[config.mk]
export PLATFORM = sky130hd
export DESIGN_NAME = axi4_lite_buffered_write_slave_flat
export DESIGN_NICKNAME = d
export VERILOG_FILES = /design/src/rtl/axi4_lite_buffered_write_slave_if.sv /design/src/rtl/axi4_lite_buffered_write_slave.sv /design/src/flat_wrapper.sv
export SDC_FILE = /design/constraint.sdc
export NUM_CORES = 1
export LEC_CHECK = 0
export CAP_MARGIN = 30
export CORE_UTILIZATION = 45
export DETAILED_ROUTE_END_ITERATION = 10
export GPL_TIMING_DRIVEN = 0
export PLACE_DENSITY = 0.75
export SYNTH_ARGS = -nofsm -noshare
export SYNTH_HDL_FRONTEND = slang
export SYNTH_SLANG_ARGS = --single-unit
[constraint.sdc]
create_clock -name clk -period 7.65 [get_ports clk]
set_input_delay 2.295 -clock clk [delete_from_list [all_inputs] [get_ports clk]]
set_output_delay 2.295 -clock clk [all_outputs]
set_load 0.03 [all_outputs]
[src/rtl/axi4_lite_buffered_write_slave_if.sv]
// AXI4-Lite write-channel bundle (AW, W, B) shared by the buffered write slave
// and whatever drives it.
//   master modport : drives AW/W payload and valids plus BREADY
//   slave  modport : drives AWREADY, WREADY, BVALID and BRESP
// STRB_WIDTH is derived from DATA_WIDTH so the strobe lane count cannot be
// set inconsistently.
interface axi4_lite_buffered_write_slave_if #(
  parameter int ADDR_WIDTH = 32,
  parameter int DATA_WIDTH = 32
);
  localparam int STRB_WIDTH = DATA_WIDTH / 8;

  logic [ADDR_WIDTH-1:0] S_AXI_AWADDR;
  logic                  S_AXI_AWVALID;
  logic                  S_AXI_AWREADY;
  logic [DATA_WIDTH-1:0] S_AXI_WDATA;
  logic [STRB_WIDTH-1:0] S_AXI_WSTRB;
  logic                  S_AXI_WVALID;
  logic                  S_AXI_WREADY;
  logic [1:0]            S_AXI_BRESP;
  logic                  S_AXI_BVALID;
  logic                  S_AXI_BREADY;

  modport master (
    output S_AXI_AWADDR, S_AXI_AWVALID, S_AXI_WDATA, S_AXI_WSTRB, S_AXI_WVALID,
           S_AXI_BREADY,
    input  S_AXI_AWREADY, S_AXI_WREADY, S_AXI_BRESP, S_AXI_BVALID
  );

  modport slave (
    input  S_AXI_AWADDR, S_AXI_AWVALID, S_AXI_WDATA, S_AXI_WSTRB, S_AXI_WVALID,
           S_AXI_BREADY,
    output S_AXI_AWREADY, S_AXI_WREADY, S_AXI_BRESP, S_AXI_BVALID
  );
endinterface

[src/rtl/axi4_lite_buffered_write_slave.sv]
// AXI4-Lite write slave with independent one-entry AW and W holding registers.
// A write commits once both holds are full and the B slot is free (or being
// drained on the same edge). The committed address is range/alignment checked:
// out of window -> DECERR, misaligned -> SLVERR, else OKAY plus a one-cycle
// registered mem_write pulse carrying the base-relative address.
// Ports:
//   clk, rst     : clock, asynchronous active-high reset
//   s_axi        : AXI4-Lite write channels (slave modport)
//   mem_write    : one-cycle write strobe to the local memory/register file
//   byte_en      : byte enables for mem_write
//   addr         : local address (AWADDR - ADDR_BASE)
//   write_data   : data for mem_write
//   err_count    : saturating count of non-OKAY responses
// addr/byte_en/write_data are only meaningful while mem_write is high.
module axi4_lite_buffered_write_slave #(
  parameter int                    ADDR_WIDTH = 32,
  parameter int                    DATA_WIDTH = 32,
  parameter logic [ADDR_WIDTH-1:0] ADDR_BASE  = 32'h0000_0000,
  parameter logic [ADDR_WIDTH-1:0] ADDR_SIZE  = 32'h0000_1000
) (
  input  logic                       clk,
  input  logic                       rst,
  axi4_lite_buffered_write_slave_if.slave s_axi,
  output logic                       mem_write,
  output logic [DATA_WIDTH/8-1:0]    byte_en,
  output logic [ADDR_WIDTH-1:0]      addr,
  output logic [DATA_WIDTH-1:0]      write_data,
  output logic [7:0]                 err_count
);
  localparam int STRB_WIDTH = DATA_WIDTH / 8;
  localparam int LSB_W      = $clog2(STRB_WIDTH);

  // Window bounds carry one extra bit so BASE+SIZE at the top of the address
  // space does not wrap to a small value.
  localparam logic [ADDR_WIDTH:0] WIN_LO = {1'b0, ADDR_BASE};
  localparam logic [ADDR_WIDTH:0] WIN_HI = {1'b0, ADDR_BASE} + {1'b0, ADDR_SIZE};

  typedef enum logic [1:0] {
    RESP_OKAY   = 2'b00,
    RESP_SLVERR = 2'b10,
    RESP_DECERR = 2'b11
  } resp_e;

  logic                  ready_en_q, ready_en_d;
  logic                  aw_full_q, aw_full_d;
  logic [ADDR_WIDTH-1:0] awaddr_q, awaddr_d;
  logic                  w_full_q, w_full_d;
  logic [DATA_WIDTH-1:0] wdata_q, wdata_d;
  logic [STRB_WIDTH-1:0] wstrb_q, wstrb_d;
  logic                  bvalid_q, bvalid_d;
  resp_e                 bresp_q, bresp_d;
  logic                  mem_write_q, mem_write_d;
  logic [STRB_WIDTH-1:0] byte_en_q, byte_en_d;
  logic [ADDR_WIDTH-1:0] addr_q, addr_d;
  logic [DATA_WIDTH-1:0] write_data_q, write_data_d;
  logic [7:0]            err_count_q, err_count_d;

  logic                  aw_hs, w_hs, commit;
  logic [ADDR_WIDTH:0]   aw_ext;
  resp_e                 resp;

  // Readies come straight from flops; a hold register cannot refill on its
  // own commit edge because ready is still low during that cycle.
  assign s_axi.S_AXI_AWREADY = ready_en_q & ~aw_full_q;
  assign s_axi.S_AXI_WREADY  = ready_en_q & ~w_full_q;
  assign s_axi.S_AXI_BVALID  = bvalid_q;
  assign s_axi.S_AXI_BRESP   = bresp_q;

  assign aw_hs  = s_axi.S_AXI_AWVALID & s_axi.S_AXI_AWREADY;
  assign w_hs   = s_axi.S_AXI_WVALID  & s_axi.S_AXI_WREADY;
  assign commit = aw_full_q & w_full_q & (~bvalid_q | s_axi.S_AXI_BREADY);
  assign aw_ext = {1'b0, awaddr_q};

  always_comb begin
    resp = RESP_OKAY;
    if (aw_ext < WIN_LO || aw_ext >= WIN_HI)
      resp = RESP_DECERR;
    else if (awaddr_q[LSB_W-1:0] != '0)
      resp = RESP_SLVERR;
  end

  always_comb begin
    ready_en_d   = 1'b1;
    aw_full_d    = aw_full_q;
    awaddr_d     = awaddr_q;
    w_full_d     = w_full_q;
    wdata_d      = wdata_q;
    wstrb_d      = wstrb_q;
    bvalid_d     = bvalid_q;
    bresp_d      = bresp_q;
    mem_write_d  = 1'b0;
    byte_en_d    = byte_en_q;
    addr_d       = addr_q;
    write_data_d = write_data_q;
    err_count_d  = err_count_q;

    // Handshake and commit are mutually exclusive per hold register:
    // a handshake needs it empty, a commit needs it full.
    if (commit) begin
      aw_full_d = 1'b0;
      w_full_d  = 1'b0;
    end
    if (aw_hs) begin
      aw_full_d = 1'b1;
      awaddr_d  = s_axi.S_AXI_AWADDR;
    end
    if (w_hs) begin
      w_full_d = 1'b1;
      wdata_d  = s_axi.S_AXI_WDATA;
      wstrb_d  = s_axi.S_AXI_WSTRB;
    end

    // A commit on the B-handshake edge keeps BVALID high with the new response.
    if (bvalid_q && s_axi.S_AXI_BREADY)
      bvalid_d = 1'b0;
    if (commit) begin
      bvalid_d = 1'b1;
      bresp_d  = resp;
      if (resp == RESP_OKAY) begin
        mem_write_d  = 1'b1;
        byte_en_d    = wstrb_q;
        addr_d       = awaddr_q - ADDR_BASE;
        write_data_d = wdata_q;
      end else if (err_count_q != 8'hFF) begin
        err_count_d = err_count_q + 8'd1;
      end
    end
  end

  always_ff @(posedge clk or posedge rst) begin
    if (rst) begin
      ready_en_q   <= 1'b0;
      aw_full_q    <= 1'b0;
      awaddr_q     <= '0;
      w_full_q     <= 1'b0;
      wdata_q      <= '0;
      wstrb_q      <= '0;
      bvalid_q     <= 1'b0;
      bresp_q      <= RESP_OKAY;
      mem_write_q  <= 1'b0;
      byte_en_q    <= '0;
      addr_q       <= '0;
      write_data_q <= '0;
      err_count_q  <= 8'd0;
    end else begin
      ready_en_q   <= ready_en_d;
      aw_full_q    <= aw_full_d;
      awaddr_q     <= awaddr_d;
      w_full_q     <= w_full_d;
      wdata_q      <= wdata_d;
      wstrb_q      <= wstrb_d;
      bvalid_q     <= bvalid_d;
      bresp_q      <= bresp_d;
      mem_write_q  <= mem_write_d;
      byte_en_q    <= byte_en_d;
      addr_q       <= addr_d;
      write_data_q <= write_data_d;
      err_count_q  <= err_count_d;
    end
  end

  assign mem_write  = mem_write_q;
  assign byte_en    = byte_en_q;
  assign addr       = addr_q;
  assign write_data = write_data_q;
  assign err_count  = err_count_q;
endmodule

[src/flat_wrapper.sv]
// flat-port wrapper written by rule: the top's interface ports become plain ports
module axi4_lite_buffered_write_slave_flat 
#(
  parameter int                    ADDR_WIDTH = 32,
  parameter int                    DATA_WIDTH = 32,
  parameter logic [ADDR_WIDTH-1:0] ADDR_BASE  = 32'h0000_0000,
  parameter logic [ADDR_WIDTH-1:0] ADDR_SIZE  = 32'h0000_1000
)
  (clk, rst, mem_write, byte_en, addr, write_data, err_count, s_axi_S_AXI_AWADDR, s_axi_S_AXI_AWVALID, s_axi_S_AXI_WDATA, s_axi_S_AXI_WSTRB, s_axi_S_AXI_WVALID, s_axi_S_AXI_BREADY, s_axi_S_AXI_AWREADY, s_axi_S_AXI_WREADY, s_axi_S_AXI_BRESP, s_axi_S_AXI_BVALID);
  axi4_lite_buffered_write_slave_if #(.ADDR_WIDTH(ADDR_WIDTH), .DATA_WIDTH(DATA_WIDTH)) s_axi_i ();
  input  logic clk;
  input  logic rst;
  output logic mem_write;
  output logic [DATA_WIDTH/8-1:0] byte_en;
  output logic [ADDR_WIDTH-1:0] addr;
  output logic [DATA_WIDTH-1:0] write_data;
  output logic [7:0] err_count;
  input wire logic [$bits(s_axi_i.S_AXI_AWADDR)-1:0] s_axi_S_AXI_AWADDR;
  input wire logic [$bits(s_axi_i.S_AXI_AWVALID)-1:0] s_axi_S_AXI_AWVALID;
  input wire logic [$bits(s_axi_i.S_AXI_WDATA)-1:0] s_axi_S_AXI_WDATA;
  input wire logic [$bits(s_axi_i.S_AXI_WSTRB)-1:0] s_axi_S_AXI_WSTRB;
  input wire logic [$bits(s_axi_i.S_AXI_WVALID)-1:0] s_axi_S_AXI_WVALID;
  input wire logic [$bits(s_axi_i.S_AXI_BREADY)-1:0] s_axi_S_AXI_BREADY;
  output wire logic [$bits(s_axi_i.S_AXI_AWREADY)-1:0] s_axi_S_AXI_AWREADY;
  output wire logic [$bits(s_axi_i.S_AXI_WREADY)-1:0] s_axi_S_AXI_WREADY;
  output wire logic [$bits(s_axi_i.S_AXI_BRESP)-1:0] s_axi_S_AXI_BRESP;
  output wire logic [$bits(s_axi_i.S_AXI_BVALID)-1:0] s_axi_S_AXI_BVALID;
  assign s_axi_i.S_AXI_AWADDR = s_axi_S_AXI_AWADDR;
  assign s_axi_i.S_AXI_AWVALID = s_axi_S_AXI_AWVALID;
  assign s_axi_i.S_AXI_WDATA = s_axi_S_AXI_WDATA;
  assign s_axi_i.S_AXI_WSTRB = s_axi_S_AXI_WSTRB;
  assign s_axi_i.S_AXI_WVALID = s_axi_S_AXI_WVALID;
  assign s_axi_i.S_AXI_BREADY = s_axi_S_AXI_BREADY;
  assign s_axi_S_AXI_AWREADY = s_axi_i.S_AXI_AWREADY;
  assign s_axi_S_AXI_WREADY = s_axi_i.S_AXI_WREADY;
  assign s_axi_S_AXI_BRESP = s_axi_i.S_AXI_BRESP;
  assign s_axi_S_AXI_BVALID = s_axi_i.S_AXI_BVALID;
  axi4_lite_buffered_write_slave #(.ADDR_WIDTH(ADDR_WIDTH), .DATA_WIDTH(DATA_WIDTH), .ADDR_BASE(ADDR_BASE), .ADDR_SIZE(ADDR_SIZE)) u_core (.clk(clk), .rst(rst), .s_axi(s_axi_i), .mem_write(mem_write), .byte_en(byte_en), .addr(addr), .write_data(write_data), .err_count(err_count));
endmodule
### Yosys cells after proc, flatten, opt, wreduce, memory -nomap -nowiden

Cells that the tools add are included.

| storage, ports and cells | value |
|---|---|
| output and inout bits | 82 |
| bits of input ports | 73 |
| bits in latches | 0 |
| flip-flop bits (word level) | 151 |
| bits in writable memories | 0 |
| logic and storage cells | 46 |
| memories kept | 0 |
| memory bits (read-only) | 0 |

| cells by class | value |
|---|---|
| reductions and logical operators | 9 |
| multipliers | 0 |
| shift operators | 0 |
| bitwise operators | 11 |
| $add $sub $neg | 1 |
| magnitude comparators | 2 |
| equality and inequality tests | 1 |
| mux-type cells | 9 |
| div/mod/pow operators | 0 |

Operators with widths:

| operator | number |
|---|---|
| $ge A32 B13 Y1 const B | 1 |
| $lt A32 B1 Y1 const B | 1 |
| $add A8 B1 Y8 const B | 1 |
| $ne A8 B8 Y1 const B | 1 |
| $reduce_bool A2 Y1 | 4 |
| $mux W1 | 7 |
| $and A1 B1 Y1 | 6 |
| $mux W2 | 2 |
| $not A1 Y1 | 4 |
| $reduce_and A3 Y1 | 1 |
| $logic_not A2 Y1 | 1 |
| $reduce_and A2 Y1 | 1 |
| $logic_and A1 B1 Y1 | 1 |
| $logic_or A1 B1 Y1 | 1 |
| $or A1 B1 Y1 | 1 |

### Logic depth before layout (Yosys ltp)

Gate-level depths: netlist of the first run.

| depth | value |
|---|---|
| word-level depth | 6 |
| depth in mapped cells | 6 |
| gate-level depth less buffers | 6 |

### Worst setup path before layout of the first run

No wires, ideal clock.

| timing | value |
|---|---|
| path type | input to register |
| from | in s_axi_S_AXI_BREADY |
| to | reg u_core.addr_q[10] (netlist: u_core.addr[10]) |
| arrival | 3.320 ns |
| cell stages on the path | 5 |
| library setup time | 0.125 ns |
| slack | 4.205 ns |
| required time | 7.525 ns |
| path buffers | 1 |
| cells stage by stage | nand2b_1 > nand2_1 > nor2_8 > buf_12 > mux2_4 |

| between the ends | value |
|---|---|
| cells in the longest elaborated chain, start to end | 3 |

Ends and longest elaborated chain:

| item | RTL line | text |
|---|---|---|
| from (decl) | flat_wrapper.sv:23 | `input wire logic [$bits(s_axi_i.S_AXI_BREADY)-1:0] s_axi_S_AXI_BREADY;` |
| $or A1 B1 Y1 | axi4_lite_buffered_write_slave.sv:71 | `assign commit = aw_full_q & w_full_q & (~bvalid_q \| s_axi.S_AXI_BREADY);` |
| $and A1 B1 Y1 | axi4_lite_buffered_write_slave.sv:71 |  |
| $reduce_and A2 Y1 (no source line) | -- |  |
| to (signal assigned) | axi4_lite_buffered_write_slave.sv:156 | `addr_q <= addr_d;` |
| to (decl) | axi4_lite_buffered_write_slave.sv:54 | `logic [ADDR_WIDTH-1:0] addr_q, addr_d;` |

No other way between the ends.
A chain may end at the register's enable or synchronous reset.

### Worst setup path after layout of the first run

| timing | value |
|---|---|
| from | reg u_core.aw_full_q |
| to | out s_axi_S_AXI_AWREADY |

| between the ends | value |
|---|---|
| cells in the longest elaborated chain, start to end | 2 |

Ends and longest elaborated chain:

| item | RTL line | text |
|---|---|---|
| from (decl) | axi4_lite_buffered_write_slave.sv:45 | `logic aw_full_q, aw_full_d;` |
| from (signal assigned) | axi4_lite_buffered_write_slave.sv:147 | `aw_full_q <= aw_full_d;` |
| $not A1 Y1 | axi4_lite_buffered_write_slave.sv:64 | `assign s_axi.S_AXI_AWREADY = ready_en_q & ~aw_full_q;` |
| $and A1 B1 Y1 | axi4_lite_buffered_write_slave.sv:64 |  |
| to (decl) | flat_wrapper.sv:24 | `output wire logic [$bits(s_axi_i.S_AXI_AWREADY)-1:0] s_axi_S_AXI_AWREADY;` |

No other way between the ends.

==> flow_summary.toml, run 1 <==
[yosys]
yosysMostFrequentCell = "dfrtp_1"
yosysTopAreaCell = "dfrtp_1"
yosys_warnings = 0
syn_nets = 424
yosysTopAreaCellShare = 0.647
synth-main-ff-cell = "dfrtp_1"
synthMuxAreaShare = 0.251
synth_top_family_by_area = "multiplexers"
synth_cells = 350
ys_seq_area_frac = 0.647
synth_adder_area_share = 0.00214
netlist_top_cells_area = "dfrtp_1, mux2_2, mux2_4"
synth_compound_area_frac = 0.00600
synth_xor_area_frac = 0.0105
synth_seq_cells = 151
synth_edf_count = 0
yosys.area_share.simple = 0.0589
syn_area_um2 = 5840
synth.distinct_cells = 30
avgSynthCellArea_um2 = 16.7
ys_top_cells_by_count = "dfrtp_1, mux2_2, mux2_4"
ys_async_sr_fraction = 1.00

[floorplan]
core_area_um2 = 12600
initial_core_util = 0.463
io-pin-count = 155
die_w_um = 116
num_rows = 41
die_h_um = 116
design.die.area_um2 = 13400

[cells_and_area]
n_antenna_cell = 0
drive_gt1_frac = 0.308
area_growth_pct = 40.8
layout.nets = 598
stdcell_count = 707
nFillCells = 951

[timing]
slew_headroom = 0.508
fin_crit_ns = 4.07
worst-slew-pin-transition_ns = 0.738
finClkSkew_ns = 0.00822
finalHoldViolations = 0
setup_tns_ns = 0
max_freq_ghz = 0.246
finalSetupViolations = 0
drv_slew = 0
rsz0062_at_grt = "false"
finalCritPeriodShare = 0.532

[clocking]
numClockSinks = 151
cts_buffers = 17
cts_tree = "done"
insertion_delay_ns = 0.42
cts-root-buf = "clkbuf_16"
cts_setup_buffers = 0
path_clk_slew_ns = 0.06
cts.htree.levels = 4
hold_buffers = 0
cts.repair.resized = 0
clock_path_buffers = 2

[global_routing]
antenna_found_initial = 0
grt_usage = 0.186
grt-ovfl-total = 0
grt_pass1_wl_um = 18700
grt_max_degree = 83
first_global_vias = 3564

[job]
maxCapViolations = 0

[worst_setup_path]
crit_chain = "nor2b_1 > clkdlybuf4s50_1"
required_ns = 5.36
worst_setup_path_start_kind = "flip-flop"
slowest_stage = "clkdlybuf4s50_1"
cp_max_fo = 4
crit_type = "reg -> out"
cp-end-kind = "output pin"
cp.arrival_ns = 1.78
max_stage_delay_ns = 0.72

[power]
p_total_mw = 2.41
power.density_nw_per_um2 = 293
peakVddDrop_mv = 0.207
p_leak_nw = 3.70

[routing]
route.detailed.drc = 0
post_drt_wl_per_cell_um = 16.5
drtAntennaViolNets = 0
viasPerCell = 4.85
vias = 3430
dr.pass1.iters = 4
dr.first_iter.drc_count = 167
drt-total-wl_um = 11700

[placement]
place.gp.congestion = 0.729
io_buffer_count = 154
hpwl_um = 8040
place_inst = 677

[hold_path]
hold_class = "reg -> reg"

[run_status]
status = "finished, final reports clean"
layer usage:
| metal | routed length, um | vias up | track usage |
|---|---|---|---|
| met1 | 4980 | 1728 | 0.227 |
| met3 | 922 | 17 | 0.0649 |
| li1 | - | 1566 | - |
| met2 | 5580 | 119 | 0.298 |
| met5 | 0 | - | 0 |
| met4 | 216 | 0 | 0.0846 |
critical path: cells and delay by family, from the launching register on:
family	cells	cell delay, ns
buffers and inverters	1	0.72
flip-flops	1	0.41
AND/OR/NAND/NOR	1	0.23
placed cells by master, fill, tap and decap left out, types with 2 or more instances in the layout:
cell,count
nor4_2,2
mux2_2,69
dfrtp_1,151
nand4_1,5
nand2_1,11
xnor2_1,6
and3_1,3
clkbuf_16,17
clkbuf_8,3
clkinv_2,6
bufinv_16,3
nor4_1,3
clkdlybuf4s50_1,154
nor2b_1,24
buf_2,7
mux2_4,46
nor2_1,2
buf_12,4
cells by family after synthesis:
kind of cell    count (synthesis)
xor+xnor                        7
fa+ha+maj                       1
flops                         151
simple gates                   56
mux                           115
buf+inv                        14
compound gates                  5
other cells                     1
sequential cells by signal, summed over array words and instances (netlist names), 2 cells and up:
| register | cells |
|---|---|
| u_core.addr | 32 |
| u_core.byte_en | 4 |
| u_core.s_axi.S_AXI_BRESP | 2 |
| u_core.awaddr_q | 32 |
| u_core.err_count | 8 |
| u_core.wstrb_q | 4 |
| u_core.wdata_q | 32 |
| u_core.write_data | 32 |
metrics by stage:
| stage | area, um2 | util | setup slack (ns) | hold slack [ns] |
|---|---|---|---|---|
| floorplan | 5840 | - | 1.29 | 0.476 |
| global placement | 7600 | 0.602 | -0.525 | 0.467 |
| global route | 8220 | 0.652 | 3.51 | 0.511 |
| CTS | 8220 | 0.652 | 3.57 | 0.497 |
| finish | 8220 | 0.652 | 3.58 | 0.494 |
| detailed placement | 7630 | 0.605 | 3.52 | 0.478 |
path summary, 6_finish.rpt:
path                       depth (start not counted)  slack, ns                          end                   startpoint
setup / recovery                                   2       3.58          s_axi_S_AXI_AWREADY             u_core.aw_full_q
hold / removal                                     1       0.49  u_core.s_axi.S_AXI_BRESP[0]  u_core.s_axi.S_AXI_BRESP[0]
setup reg to reg                                   6       5.68            u_core.byte_en[2]          u_core.awaddr_q[15]
hold reg to reg                                    1       0.49  u_core.s_axi.S_AXI_BRESP[0]  u_core.s_axi.S_AXI_BRESP[0]
max in group asynchronous                          3       4.46        u_core.write_data[21]                          rst
min in group asynchronous                          2       2.41         u_core.write_data[4]                          rst
power breakdown:
group / switching (mW) / internal, mW
clock: 0.307 / 0.531
combinational: 0.181 / 0.260
sequential: 0.126 / 1.01
total: 0.614 / 1.80
cell type report:
class / instances / area [um2] / share of cell area
flip-flops and latches: 151 / 3780 / 0.459
clock inverters: 10 / 128 / 0.0155
plain buffers: 13 / 134 / 0.0163
clock buffers: 20 / 467 / 0.0567
multi-input cells: 185 / 1920 / 0.234
repair buffers: 155 / 1570 / 0.191
inverters: 1 / 8.76 / 0.00106
well taps: 172 / 215 / 0.0262
Note: power is estimated with default switching activity, not from simulation.
==> inputs of run 2 (changes only) <==
- CORE_UTILIZATION: 45 -> 44
- PLACE_DENSITY: 0.75 -> 0.76
- clock period: 7.65 -> 3.3 ns (I/O delays scaled with it)
==> run 2 against run 1 <==
Clock power increased by 110%. Sequential power increased by 130%. Register-to-register slack got worse by 4.3 ns. Core utilization decreased by 0.90 points. Sequential share of layout area increased by 0.084 points. Clock-buffer cell count increased by 7. Cell count increased by 0.57%. Critical path depth unchanged. First-iteration DRC count decreased by 25%. Power increased by 120%. Largest power group unchanged. Clock skew decreased by 0.0020 ns.
==> flow_summary.toml, run 2 (same netlist as run 1, synthesis figures left out) <==
[run_status]
status = "finished, final reports clean"

[cells_and_area]
layout.nets = 601
drive_gt1_frac = 0.299
mostFrequentLayoutCell = "clkdlybuf4s50_1"
area_growth_pct = 40.6
fin_area_um2 = 8210
n_antenna_cell = 0
final_cell_mix = "clkdlybuf4s50_1, dfrtp_1, mux2_2"

[worst_setup_path]
max_stage_delay_ns = 0.71
crit_path_end = "s_axi_S_AXI_AWREADY"
r2r_end = "u_core.addr[9]"
required_ns = 2.31
r2r_cells = 6
cp_max_fo = 4
cp-end-kind = "output pin"
cp.arrival_ns = 1.74
worst_setup_path_start_kind = "flip-flop"
slowest_stage = "clkdlybuf4s50_1"
setup.worst_path.start = "u_core.aw_full_q"
crit_chain = "nor2b_1 > clkdlybuf4s50_1"
crit_type = "reg -> out"
r2r-start = "u_core.awaddr_q[15]"
ff2ff_setup_slack_ns = 1.34

[global_routing]
grt-ovfl-total = 0
grt_max_degree = 45
first_global_vias = 3655
grt_usage = 0.184
antenna_found_initial = 0
grt_pass1_wl_um = 18700

[power]
p_total_mw = 5.40
p_leak_nw = 3.68
power.density_nw_per_um2 = 658
peakVddDrop_mv = 0.453

[timing]
worst-slew-pin-transition_ns = 0.604
fin_crit_ns = 2.73
finClkSkew_ns = 0.00617
finalSetupViolations = 0
finalCritPeriodShare = 0.827
slew_headroom = 0.597
drv_slew = 0
finalHoldViolations = 0
max_freq_ghz = 0.366
rsz0062_at_grt = "false"

[floorplan]
io-pin-count = 155
num_rows = 41
design.die.area_um2 = 13700
core_area_um2 = 12800
die_w_um = 117
initial_core_util = 0.457
die_h_um = 117

[clocking]
cts.htree.levels = 4
hold_buffers = 0
path_clk_slew_ns = 0.06
clock_path_buffers = 2
cts_setup_buffers = 0
cts_tree = "done"
cts_buffers = 17
insertion_delay_ns = 0.41
cts.repair.resized = 0
numClockSinks = 151
cts-root-buf = "clkbuf_16"

[routing]
viasPerCell = 4.79
vias = 3408
dr.pass1.iters = 4
post_drt_wl_per_cell_um = 16.3
dr.first_iter.drc_count = 125
drt-total-wl_um = 11600
drtAntennaViolNets = 0
route.detailed.drc = 0

[placement]
place_area_um2 = 7680
io_buffer_count = 154
place.gp.congestion = 0.743
hpwl_um = 8430

[hold_path]
hold_class = "reg -> reg"

[job]
maxCapViolations = 0
==> run 2: cell types whose count changed in the layout (fill, tap and decap cells not counted), sizes merged <==
| cell | delta |
|---|---|
| clkbuf | +7 |
| buf | +3 |
| clkinv | -3 |
| bufinv | -2 |
| inv | -1 |
==> run 2: where the power goes <==
part,internal (mW),switching [mW]
Sequential,2.34,0.284
Combinational,0.609,0.423
Clock,1.07,0.676
Total,4.02,1.38
==> run 2: critical path: cells and delay by family (launching register included) <==
| family | cells | cell delay, ns |
|---|---|---|
| simple gates | 1 | 0.22 |
| buf+inv | 1 | 0.71 |
| flops | 1 | 0.40 |
==> run 2: per-stage QoR <==
step,hold WS (ns),TNS [ns],util,setup slack (ns),std cells
2_1_floorplan,0.476,0,-,0.407,350
3_3_place_gp,0.468,-114.10,0.595,-0.770,676
3_5_place_dp,0.465,0,0.601,0.459,680
4_1_cts,0.488,0,0.643,0.536,711
5_1_grt,0.509,0,0.643,0.492,711
6_report,0.496,0,0.643,0.570,711
==> run 2: worst min-delay path by stage <==
stage / start / endpoint / slack, ns / cells past startpoint
4_1_cts: u_core.s_axi.S_AXI_BRESP[0] / u_core.s_axi.S_AXI_BRESP[0] / 0.49 / 1
3_3_place_gp: u_core.s_axi.S_AXI_BRESP[0] / u_core.s_axi.S_AXI_BRESP[0] / 0.47 / 1
5_1_grt: u_core.s_axi.S_AXI_BRESP[0] / u_core.s_axi.S_AXI_BRESP[0] / 0.51 / 1
2_1_floorplan: u_core.wdata_q[18] / u_core.write_data[18] / 0.48 / 1
3_5_place_dp: u_core.s_axi.S_AXI_BRESP[0] / u_core.s_axi.S_AXI_BRESP[0] / 0.46 / 1
6_report: u_core.addr[13] / u_core.addr[13] / 0.50 / 1
==> run 2: cell type report <==
| cell class | count | area (um2) |
|---|---|---|
| fillers | 934 | 4560 |
| flip-flops and latches | 151 | 3780 |
| multi-input cells | 185 | 1920 |
| repair buffers | 158 | 1620 |
| clock buffers | 27 | 483 |
| well taps | 172 | 215 |
| plain buffers | 13 | 134 |
| clock inverters | 4 | 45.0 |
| inverters | 1 | 7.51 |
==> run 2: routing by layer <==
metal | vias to the layer above | global-route usage | share of wire
met1 | 1698 | 0.223 | 0.43
met5 | - | 0 | 0
met3 | 7 | 0.0844 | 0.091
met2 | 125 | 0.293 | 0.47
met4 | 0 | 0.0557 | 0.0082
li1 | 1578 | - | -
